File: src/rtl/pipe_stall_ctrl_if.sv
`default_nettype none
// ============================================================================
// Module      : pipe_stall_ctrl_if
// Description : Hazard inputs and pipeline control outputs of the stall/flush
//               controller, bundled as one port. The pipeline (master) drives
//               the hazard/handshake flags; the controller (slave) drives the
//               latch enables, bubbles, flushes and multdiv start/timeout.
// Revision    : 1.0 - initial release
// ============================================================================
interface pipe_stall_ctrl_if;
  // hazard / handshake flags from the pipeline
  logic        load_use_hazard;
  logic        branch_taken;
  logic        md_insn;
  logic        md_ready;
  // pipeline control back to the datapath
  logic        pc_en;
  logic        fd_en;
  logic        dx_en;
  logic        dx_bubble;
  logic        xm_bubble;
  logic        fd_flush;
  logic        dx_flush;
  logic        md_go;
  logic        md_timeout;
  logic [31:0] stall_count;

  modport master (
    output load_use_hazard, branch_taken, md_insn, md_ready,
    input  pc_en, fd_en, dx_en, dx_bubble, xm_bubble, fd_flush, dx_flush,
    input  md_go, md_timeout, stall_count
  );

  modport slave (
    input  load_use_hazard, branch_taken, md_insn, md_ready,
    output pc_en, fd_en, dx_en, dx_bubble, xm_bubble, fd_flush, dx_flush,
    output md_go, md_timeout, stall_count
  );
endinterface
`default_nettype wire

File: src/rtl/pipe_stall_ctrl.sv
`default_nettype none
// ============================================================================
// Module      : pipe_stall_ctrl
// Description : Stall/flush controller for the 5-stage core. Resolves branch
//               redirects, multdiv waits and load-use hazards into PC/latch
//               enables, bubbles and flushes. The multdiv wait is guarded by
//               a watchdog so a hung unit releases after MD_TIMEOUT cycles.
//               Optional feature macro: STALL_PERF_CNT_EN builds a saturating
//               32-bit stall-cycle counter on stall_count (otherwise tied 0).
// Revision    : 1.0 - initial release
// ============================================================================
module pipe_stall_ctrl #(
  parameter int MD_TIMEOUT = 48,  // 2 .. 2**CNT_W-1
  parameter int CNT_W      = 6
) (
  input  wire logic         clock,
  input  wire logic         reset_n,
  pipe_stall_ctrl_if.slave  bus
);

  // last counter value allowed in MD_BUSY before the watchdog releases
  localparam logic [CNT_W-1:0] c_TIMEOUT_LAST = CNT_W'(MD_TIMEOUT - 1);

  typedef enum logic [0:0] {
    ST_RUN     = 1'b0,
    ST_MD_BUSY = 1'b1
  } state_t;

  state_t            r_state;
  logic [CNT_W-1:0]  r_md_cnt;

  logic w_busy;
  logic w_cnt_last;
  logic w_md_release;
  logic w_timeout_fire;
  logic w_enter_md;

  logic w_pc_en;
  logic w_fd_en;
  logic w_dx_en;
  logic w_dx_bubble;
  logic w_xm_bubble;
  logic w_fd_flush;
  logic w_dx_flush;
  logic w_md_go;
  logic w_md_timeout;

  // Branch squashes the younger instructions, so a multdiv behind it is not
  // real and must not start the unit.
  assign w_enter_md     = (r_state == ST_RUN) && !bus.branch_taken && bus.md_insn;
  assign w_busy         = (r_state == ST_MD_BUSY);
  assign w_cnt_last     = (r_md_cnt == c_TIMEOUT_LAST);
  // md_ready has priority; the watchdog only fires when the unit stayed silent
  assign w_md_release   = w_busy && (bus.md_ready || w_cnt_last);
  assign w_timeout_fire = w_busy && w_cnt_last && !bus.md_ready;

  // Combinational control decode; everything is forced low while in reset.
  always_comb begin
    w_pc_en      = 1'b0;
    w_fd_en      = 1'b0;
    w_dx_en      = 1'b0;
    w_dx_bubble  = 1'b0;
    w_xm_bubble  = 1'b0;
    w_fd_flush   = 1'b0;
    w_dx_flush   = 1'b0;
    w_md_go      = 1'b0;
    w_md_timeout = 1'b0;
    if (reset_n) begin
      unique case (r_state)
        ST_RUN: begin
          if (bus.branch_taken) begin
            w_pc_en    = 1'b1;
            w_fd_en    = 1'b1;
            w_dx_en    = 1'b1;
            w_fd_flush = 1'b1;
            w_dx_flush = 1'b1;
          end else if (bus.md_insn) begin
            // hold F/D and D/X; X/M gets a nop while the unit computes
            w_md_go     = 1'b1;
            w_xm_bubble = 1'b1;
          end else if (bus.load_use_hazard) begin
            // freeze fetch/decode, push a nop into execute for one cycle
            w_dx_en     = 1'b1;
            w_dx_bubble = 1'b1;
          end else begin
            w_pc_en = 1'b1;
            w_fd_en = 1'b1;
            w_dx_en = 1'b1;
          end
        end
        ST_MD_BUSY: begin
          if (w_md_release) begin
            // X/M captures the result (or the hung instruction on timeout)
            w_pc_en      = 1'b1;
            w_fd_en      = 1'b1;
            w_dx_en      = 1'b1;
            w_md_timeout = w_timeout_fire;
          end else begin
            w_xm_bubble = 1'b1;
          end
        end
        default: begin
          w_pc_en = 1'b0;
        end
      endcase
    end
  end

  // Multdiv wait FSM and watchdog counter.
  always_ff @(posedge clock or negedge reset_n) begin
    if (!reset_n) begin
      r_state  <= ST_RUN;
      r_md_cnt <= '0;
    end else begin
      unique case (r_state)
        ST_RUN: begin
          if (w_enter_md) begin
            r_state  <= ST_MD_BUSY;
            r_md_cnt <= '0;
          end
        end
        ST_MD_BUSY: begin
          if (w_md_release) begin
            r_state <= ST_RUN;
          end else begin
            // release happens at c_TIMEOUT_LAST, so this never wraps
            r_md_cnt <= r_md_cnt + CNT_W'(1);
          end
        end
        default: begin
          r_state <= ST_RUN;
        end
      endcase
    end
  end

  assign bus.pc_en      = w_pc_en;
  assign bus.fd_en      = w_fd_en;
  assign bus.dx_en      = w_dx_en;
  assign bus.dx_bubble  = w_dx_bubble;
  assign bus.xm_bubble  = w_xm_bubble;
  assign bus.fd_flush   = w_fd_flush;
  assign bus.dx_flush   = w_dx_flush;
  assign bus.md_go      = w_md_go;
  assign bus.md_timeout = w_md_timeout;

`ifdef STALL_PERF_CNT_EN
  logic [31:0] r_stall_count;

  // Saturating count of clock edges on which the PC was held.
  always_ff @(posedge clock or negedge reset_n) begin
    if (!reset_n) begin
      r_stall_count <= '0;
    end else if (!w_pc_en && (r_stall_count != 32'hFFFF_FFFF)) begin
      r_stall_count <= r_stall_count + 32'd1;
    end
  end

  assign bus.stall_count = r_stall_count;
`else
  assign bus.stall_count = 32'd0;
`endif

endmodule
`default_nettype wire

File: src/flat_wrapper.sv
// flat-port wrapper written by rule: the top's interface ports become plain ports
module pipe_stall_ctrl_flat 
#(
  parameter int MD_TIMEOUT = 48,                    
  parameter int CNT_W      = 6
)
  (clock, reset_n, bus_load_use_hazard, bus_branch_taken, bus_md_insn, bus_md_ready, bus_pc_en, bus_fd_en, bus_dx_en, bus_dx_bubble, bus_xm_bubble, bus_fd_flush, bus_dx_flush, bus_md_go, bus_md_timeout, bus_stall_count);
  pipe_stall_ctrl_if bus_i ();
  input  wire logic clock;
  input  wire logic reset_n;
  input wire logic [$bits(bus_i.load_use_hazard)-1:0] bus_load_use_hazard;
  input wire logic [$bits(bus_i.branch_taken)-1:0] bus_branch_taken;
  input wire logic [$bits(bus_i.md_insn)-1:0] bus_md_insn;
  input wire logic [$bits(bus_i.md_ready)-1:0] bus_md_ready;
  output wire logic [$bits(bus_i.pc_en)-1:0] bus_pc_en;
  output wire logic [$bits(bus_i.fd_en)-1:0] bus_fd_en;
  output wire logic [$bits(bus_i.dx_en)-1:0] bus_dx_en;
  output wire logic [$bits(bus_i.dx_bubble)-1:0] bus_dx_bubble;
  output wire logic [$bits(bus_i.xm_bubble)-1:0] bus_xm_bubble;
  output wire logic [$bits(bus_i.fd_flush)-1:0] bus_fd_flush;
  output wire logic [$bits(bus_i.dx_flush)-1:0] bus_dx_flush;
  output wire logic [$bits(bus_i.md_go)-1:0] bus_md_go;
  output wire logic [$bits(bus_i.md_timeout)-1:0] bus_md_timeout;
  output wire logic [$bits(bus_i.stall_count)-1:0] bus_stall_count;
  assign bus_i.load_use_hazard = bus_load_use_hazard;
  assign bus_i.branch_taken = bus_branch_taken;
  assign bus_i.md_insn = bus_md_insn;
  assign bus_i.md_ready = bus_md_ready;
  assign bus_pc_en = bus_i.pc_en;
  assign bus_fd_en = bus_i.fd_en;
  assign bus_dx_en = bus_i.dx_en;
  assign bus_dx_bubble = bus_i.dx_bubble;
  assign bus_xm_bubble = bus_i.xm_bubble;
  assign bus_fd_flush = bus_i.fd_flush;
  assign bus_dx_flush = bus_i.dx_flush;
  assign bus_md_go = bus_i.md_go;
  assign bus_md_timeout = bus_i.md_timeout;
  assign bus_stall_count = bus_i.stall_count;
  pipe_stall_ctrl #(.MD_TIMEOUT(MD_TIMEOUT), .CNT_W(CNT_W)) u_core (.clock(clock), .reset_n(reset_n), .bus(bus_i));
endmodule
File: config.mk
export PLATFORM = sky130hd
export DESIGN_NAME = pipe_stall_ctrl_flat
export DESIGN_NICKNAME = d
export VERILOG_FILES = /design/src/rtl/pipe_stall_ctrl_if.sv /design/src/rtl/pipe_stall_ctrl.sv /design/src/flat_wrapper.sv
export SDC_FILE = /design/constraint.sdc
export NUM_CORES = 1
export LEC_CHECK = 0
export ABC_AREA = 1
export BUFFER_PORTS_ARGS = -buffer_cell sky130_fd_sc_hd__buf_2
export CAP_MARGIN = 40
export CORE_MARGIN = 2
export CORE_UTILIZATION = 44
export DETAILED_ROUTE_END_ITERATION = 8
export PLACE_DENSITY = 0.83
export SYNTH_ARGS = -nofsm -noshare
export SYNTH_HDL_FRONTEND = slang
export SYNTH_SLANG_ARGS = --single-unit
File: constraint.sdc
create_clock -name clock -period 2.8 [get_ports clock]
set_input_delay 0.84 -clock clock [delete_from_list [all_inputs] [get_ports clock]]
set_output_delay 0.84 -clock clock [all_outputs]
set_load 0.05 [all_outputs]
After elaboration in Yosys (flattened, before gate mapping)
Cells that the tools add are included.
{"block": "word_totals", "out_inout_bits": 41, "inputBits": 6, "register_bits": 7}
{"block": "classes", "bitwise": 1, "muxes": 33, "n_reduce_logical": 9, "eq_ne": 3, "add_sub_neg": 1}
{"cell": "two-way mux 1 bit", "count": 26}
{"cell": "two-way mux 6 bit", "count": 2}
{"cell": "case mux 6 bit (2 select lines)", "count": 1}
{"cell": "case mux 1 bit (2 select lines)", "count": 4}
{"cell": "adder 6 x 1 -> 6 bit, second input constant", "count": 1}
{"cell": "== test 6 bit, second input constant", "count": 1}
{"cell": "logical AND 1 bit", "count": 5}
{"cell": "logical NOT 1 bit", "count": 2}
{"cell": "inequality test 2 x 1 -> 1 bit, second input constant", "count": 1}
{"cell": "inequality test 2 bit, second input constant", "count": 1}
{"cell": "AND reduction 2 bit", "count": 1}
{"cell": "logical OR 1 bit", "count": 1}
{"cell": "NOT 1 bit", "count": 1}

Logic depth before layout (Yosys ltp)
Gate-level depths: netlist of the first run.
{"block": "logic_depth", "depth_word": 6, "mapped_depth": 7, "mapped_depth_nobuf": 7}

Worst setup path before layout of the first run
Ideal clock, no wire load.
{"block": "synth_path", "path_type": "input -> output", "startpoint": "input port bus_branch_taken", "endpoint": "output port bus_pc_en", "n_path_buf": 1, "setup_slack_ns": -0.658, "path_stages": 5, "t_arrival_ns": 2.618, "path_cell_list": "inv_1 -> nand3_1 -> o21ai_4 -> nor3_1 -> buf_4"}
{"block": "synth_between", "elab_chain_len": 3}
{"element": "from (decl)", "line_no": "flat_wrapper.sv:12", "text": "input wire logic [$bits(bus_i.branch_taken)-1:0] bus_branch_taken;"}
{"element": "two-way mux 1 bit"}
{"element": "case mux 1 bit (2 select lines)"}
{"element": "two-way mux 1 bit"}
{"element": "to (decl)", "line_no": "flat_wrapper.sv:15", "text": "output wire logic [$bits(bus_i.pc_en)-1:0] bus_pc_en;"}
Every way passes these cells.

Worst setup path after layout of the first run
{"block": "layout_path", "startpoint": "input port bus_md_ready", "endpoint": "output port bus_xm_bubble"}
{"block": "layout_between", "elab_chain_len": 5}
{"element": "from (decl)", "line_no": "flat_wrapper.sv:14", "text": "input wire logic [$bits(bus_i.md_ready)-1:0] bus_md_ready;"}
{"element": "logical OR 1 bit", "line_no": "pipe_stall_ctrl.sv:54", "text": "assign w_md_release = w_busy && (bus.md_ready || w_cnt_last);"}
{"element": "logical AND 1 bit", "line_no": "pipe_stall_ctrl.sv:54"}
{"element": "two-way mux 1 bit", "line_no": "pipe_stall_ctrl.sv:92", "text": "if (w_md_release) begin"}
{"element": "case mux 1 bit (2 select lines)", "line_no": "pipe_stall_ctrl.sv:69", "text": "unique case (r_state)"}
{"element": "two-way mux 1 bit", "line_no": "pipe_stall_ctrl.sv:68", "text": "if (reset_n) begin"}
{"element": "to (decl)", "line_no": "flat_wrapper.sv:19", "text": "output wire logic [$bits(bus_i.xm_bubble)-1:0] bus_xm_bubble;"}
Every way passes these cells.

==> results of run 1 <==
==> flip-flops by register name, summed over array words and instances (netlist names) <==
| signal | count |
|---|---|
| u_core.r_md_cnt | 6 |
| u_core.r_state | 1 |
==> layer usage <==
metal | vias to the layer above | track usage (%) | part of all wire, %
met5 | - | 0 | 0
met4 | 0 | 3.64 | 0
met3 | 0 | 3.67 | 11
met2 | 36 | 20.6 | 47
met1 | 241 | 15.7 | 42
li1 | 281 | - | -
==> placed cells by master (no fill, tap or decap), types with 2 or more instances in the layout <==
master / instances
inv_1: 8
nor2_1: 8
nand3_1: 7
o21ai_1: 3
buf_2: 14
nor4_2: 2
nor3_2: 2
nor2_2: 3
clkbuf_4: 3
buf_4: 2
nand2_1: 17
conb_1: 32
dfrtp_1: 7
==> stage by stage <==
| step | total power (W) | cell area, um^2 | cells |
|---|---|---|---|
| 6_report | 0.000395 | 733 | 133 |
| 5_1_grt | 0.000421 | 733 | 133 |
| 4_1_cts | 0.000400 | 733 | 133 |
| 3_5_place_dp | 0.000309 | 707 | 129 |
| 3_3_place_gp | 0.000309 | 707 | 129 |
| 2_1_floorplan | 0.000322 | 857 | 131 |
==> report_power, final <==
part	switching (W)	leakage [nW]	internal, W
sequential	0.0000117	0.0946	0.000111
combinational	0.000158	0.313	0.0000279
clock	0.0000327	0.0150	0.0000541
total	0.000202	0.423	0.000193
==> cell families (layout without fill, tap and decap cells) <==
family / after synthesis / count (layout) / share of synthesized area (%)
adders and majority gates: 1 / 1 / 1.74
xor gates and xnor gates: 1 / 1 / 1.22
and+or+nand+nor: 41 / 41 / 25.8
other: 1 / 32 / 0.522
DFF: 7 / 7 / 24.4
AOI/OAI and AO/OA: 6 / 6 / 6.10
buffers and inverters: 43 / 29 / 40.2
==> Yosys cell counts, drive strengths merged <==
cell type  instances  area [um^2]
buf               34          255
nand2             17         63.8
nor2              11         48.8
inv                9         33.8
dfrtp              7          175
nand3              7         35.0
o21ai              4         31.3
nor3               2         10.0
nor4               2         12.5
or2                2         15.0
a21oi              1         5.00
conb               1         3.75
ha                 1         12.5
o21bai             1         7.51
xor2               1         8.76
==> worst register-to-register path: stages (launching register included) <==
cell     delay [ns]
dfrtp_1        0.39
ha_1           0.20
nand3_1        0.17
nor2_2         0.21
nor2_2         0.07
nor2_2         0.21
o21ai_1        0.12
==> final cells by class <==
class                           count  area [um^2]
Sequential cell                     7          175
Tap cell                           16         20.0
Inverter                            9         33.8
Timing Repair Buffer               16         85.1
Fill cell                         156          791
Multi-Input combinational cell     81          393
Clock buffer                        4         26.3
==> path summary, 6_finish.rpt <==
path,end,slack [ns],cells past startpoint
setup / recovery,bus_xm_bubble,0.17,6
hold / removal,u_core.r_md_cnt[4]$_DFFE_PN0P_,0.51,2
setup reg to reg,u_core.r_md_cnt[5]$_DFFE_PN0P_,1.30,6
hold reg to reg,u_core.r_md_cnt[1]$_DFFE_PN0P_,0.55,2
max in group asynchronous,u_core.r_md_cnt[3]$_DFFE_PN0P_,2.17,2
min in group clock,u_core.r_md_cnt[1]$_DFFE_PN0P_,0.55,2
==> results.json, run 1 <==
{
  "cts_tree": "done",
  "drtAntennaViolNets": 0,
  "post_cts_resized": 0,
  "io_buffers": 14,
  "hold_violations": 0,
  "avgSynthCellArea_um2": 7.18,
  "cts_made_buffers": 3,
  "fin_skew_ns": 0.000908,
  "critPathKind": "in -> out",
  "start_util_pct": 47.1,
  "ioPinCount": 47,
  "finalSetupViolCount": 0,
  "synthesis.area_um2": 718,
  "synthCells": 100,
  "slowest_stage": "or2_4",
  "cts.sinks": 7,
  "reg2reg_from": "u_core.r_md_cnt[0]$_DFFE_PN0P_",
  "grt_pass1_wl_mm": 1.83,
  "dr.first_iter.drc_count": 5,
  "drc": 0,
  "cts.clk_slew.worst_paths_ns": 0.05,
  "path_max_fanout": 7,
  "period_needed_ns": 2.63,
  "diodes": 0,
  "die_x_um": 44.4,
  "dp_hpwl_um": 971,
  "fin_nets": 125,
  "peakVddDrop_mv": 0.257,
  "hold_class": "in -> async",
  "synth-seq-cells": 7,
  "wl_per_cell_um": 8.31,
  "status": "completed",
  "required_ns": 1.96,
  "synth.distinct_cells": 19,
  "cp.buffers_inverters": 2,
  "clk-insertion-delay-late_ns": 0.24,
  "grt_pass1_vias": 443,
  "fin_util_pct": 48.1,
  "ys_warn_count": 0,
  "drive_gt1_share_pct": 25.6,
  "syn2layout_area_growth_pct": 2.09,
  "drv_cap": 0,
  "htreeDepth": 1,
  "drv_slew": 0,
  "slowest_delay_ns": 0.27,
  "cp-end-kind": "output pin",
  "clockRootBuffer": "clkbuf_4",
  "antenna_found_initial": 0,
  "grt_setup_unrepaired": "false",
  "period_share_pct": 94.1,
  "ys_seq_area_share_pct": 24.4,
  "setup_ws_ns": 0.165,
  "cts_hold_buffers": 0,
  "viasPerCell": 4.20,
  "whs_ns": 0.506,
  "power_density_nw_per_um2": 539,
  "num_vias": 558,
  "first_pass_iters": 4,
  "critical_path.top_delay_family": "simple AND/OR/NAND/NOR gates",
  "worstPathCellList": "buf_2 > or2_4 > nor2_2 > nor2_2 > nor2_1 > buf_2",
  "grt_overflow_total": 0,
  "grt_max_degree": 8,
  "leakagePower_nw": 0.423,
  "post-place-ws_ns": 0.165,
  "core_area_um2": 1520,
  "cp.arrival_ns": 1.79,
  "grtUsageTotal_pct": 12.5,
  "tns_ns": 0,
  "wirelength_mm": 1.11,
  "critPathLaunchType": "input port",
  "timing.critical_path.from": "bus_md_ready",
  "die-area_um2": 1970,
  "clock_path_buffers": 2,
  "num_rows": 14,
  "die_h_um": 44.4,
  "fmax_mhz": 380,
  "cts_setup_buffers": 0,
  "place.gp.congestion": 0.844
}
No activity file was read; power rests on OpenSTA's default activity.
==> run 2: changes to the inputs <==
--- a/config.mk
+++ b/config.mk
@@ -9,9 +9,9 @@
 export BUFFER_PORTS_ARGS = -buffer_cell sky130_fd_sc_hd__buf_2
 export CAP_MARGIN = 40
 export CORE_MARGIN = 2
-export CORE_UTILIZATION = 44
+export CORE_UTILIZATION = 37
 export DETAILED_ROUTE_END_ITERATION = 8
-export PLACE_DENSITY = 0.83
+export PLACE_DENSITY = 0.75
 export SYNTH_ARGS = -nofsm -noshare
 export SYNTH_HDL_FRONTEND = slang
 export SYNTH_SLANG_ARGS = --single-unit
==> constraint.sdc (replaced) <==
create_clock -name clock -period 2.2 [get_ports clock]
set_input_delay 0.66 -clock clock [delete_from_list [all_inputs] [get_ports clock]]
set_output_delay 0.66 -clock clock [all_outputs]
set_load 0.005 [all_outputs]
==> results.json, run 2 (synthesized netlist as in run 1, its figures left out) <==
{
  "status": "completed",
  "clk-insertion-delay-late_ns": 0.25,
  "drc": 0,
  "cp-end-kind": "output pin",
  "dr_wl_met3_um": 88,
  "dp_hpwl_mm": 1.09,
  "start_util_pct": 40.3,
  "power_density_nw_per_um2": 504,
  "wl_met1_um": 524,
  "layout_common_cells": "conb_1 (32), nand2_1 (17), buf_2 (14), inv_1 (8), nor2_1 (8)",
  "r2r_setup_slack_ns": 0.83,
  "die_h_um": 48.1,
  "grtUsageTotal_pct": 12.3,
  "setup_ws_ns": 0.0686,
  "reg_top3": "u_core.r_md_cnt: 6 flops, u_core.r_state: 1 flops",
  "grt_overflow_total": 0,
  "mostFrequentLayoutCell": "conb_1",
  "finalSetupViolCount": 0,
  "grt_setup_unrepaired": "true",
  "first_pass_iters": 4,
  "wirelength_mm": 1.37,
  "grt_pass1_wl_mm": 1.99,
  "fin_nets": 128,
  "htreeDepth": 1,
  "leakagePower_nw": 0.436,
  "fmax_mhz": 469,
  "critPathKind": "reg -> out",
  "met2WireLength_um": 735,
  "hold_violations": 0,
  "io_buffers": 14,
  "drv_slew": 0,
  "viasPerCell": 4.13,
  "top_register": "u_core.r_md_cnt",
  "path_max_fanout": 4,
  "drv_cap": 0,
  "drive_gt1_share_pct": 28.3,
  "clock_path_buffers": 2,
  "ioPinCount": 47,
  "place.gp.congestion": 0.781,
  "antenna_found_initial": 0,
  "slowest_stage": "dfrtp_1",
  "grt_pass1_vias": 514,
  "fin_skew_ns": 0.00267,
  "cts_made_buffers": 3,
  "wl_per_cell_um": 9.43,
  "slowest_delay_ns": 0.43,
  "routed.top_layer": "met4",
  "cts_hold_buffers": 0,
  "period_share_pct": 96.9,
  "post-place-ws_ns": 0.125,
  "dpl_cell_area_um2": 703,
  "critical_path.top_delay_family": "flip-flops",
  "cts.sinks": 7,
  "cts_tree": "done",
  "largest_register_ff_count": 6,
  "num_rows": 15,
  "cp.buffers_inverters": 1,
  "drtAntennaViolNets": 0,
  "cts.clk_slew.worst_paths_ns": 0.06,
  "period_needed_ns": 2.13,
  "hold_class": "in -> async",
  "die-area_um2": 2310,
  "num_vias": 599,
  "die_x_um": 48.1,
  "core_area_um2": 1780,
  "worstPathCellList": "ha_4 > nand3_4 > nor2_4 > o21ai_4 > nor3_2 > buf_2",
  "clockRootBuffer": "clkbuf_4",
  "dr.first_iter.drc_count": 9,
  "tns_ns": 0,
  "required_ns": 1.54,
  "cp.arrival_ns": 1.47,
  "fin_util_pct": 43.9,
  "final_cell_area_um2": 782,
  "whs_ns": 0.323,
  "critPathLaunchType": "flop",
  "syn2layout_area_growth_pct": 8.88,
  "diodes": 0,
  "peakVddDrop_mv": 0.238,
  "grt_max_degree": 8
}
[run 2: worst paths after layout]
check                                               start                             end  cells past startpoint
min                                               reset_n  u_core.r_md_cnt[4]$_DFFE_PN0P_                      2
max reg2reg                u_core.r_md_cnt[0]$_DFFE_PN0P_  u_core.r_md_cnt[2]$_DFFE_PN0P_                      8
max in group asynchronous                         reset_n        u_core.r_state$_DFF_PN0_                      2
min reg2reg                u_core.r_md_cnt[5]$_DFFE_PN0P_  u_core.r_md_cnt[5]$_DFFE_PN0P_                      2
min in group clock         u_core.r_md_cnt[5]$_DFFE_PN0P_  u_core.r_md_cnt[5]$_DFFE_PN0P_                      2
max                        u_core.r_md_cnt[0]$_DFFE_PN0P_                       bus_fd_en                      6
[run 2: area by class of cell]
type / instances / area [um^2]
Multi-Input combinational cell: 81 / 405
Tap cell: 25 / 31.3
Timing Repair Buffer: 19 / 108
Inverter: 9 / 33.8
Fill cell: 183 / 1000
Clock inverter: 1 / 5.00
Clock buffer: 3 / 22.5
Sequential cell: 7 / 176
[run 2: repair_timing]
| item | 4_1_cts | 5_1_grt |
|---|---|---|
| resized for setup | 4 | 3 |
| pin swaps | 0 | 2 |
| buffers inserted | 1 | 1 |
| endpoints found under the hold margin | 0 | 0 |
| endpoints found under the setup margin | 3 | 3 |
[run 2: metal layers]
metal  global-route usage (%)  vias to the layer above
met2                     22.7                       33
met5                        0                        -
met4                     4.86                        0
li1                         -                      286
met1                     13.8                      276
met3                     2.26                        4
[run 2: through the flow]
step | power [W] | instances
after floorplan | 0.000260 | 131
after global placement | 0.000250 | 139
after detailed placement | 0.000254 | 139
after CTS | 0.000383 | 144
after global routing | 0.000428 | 145
final | 0.000395 | 145
[run 2: where the power goes]
group	leakage (nW)	internal [W]	total, W	switching [W]
sequential	0.0933	0.000141	0.000161	0.0000193
combinational	0.325	0.0000486	0.000113	0.0000647
clock	0.0177	0.0000667	0.000121	0.0000539
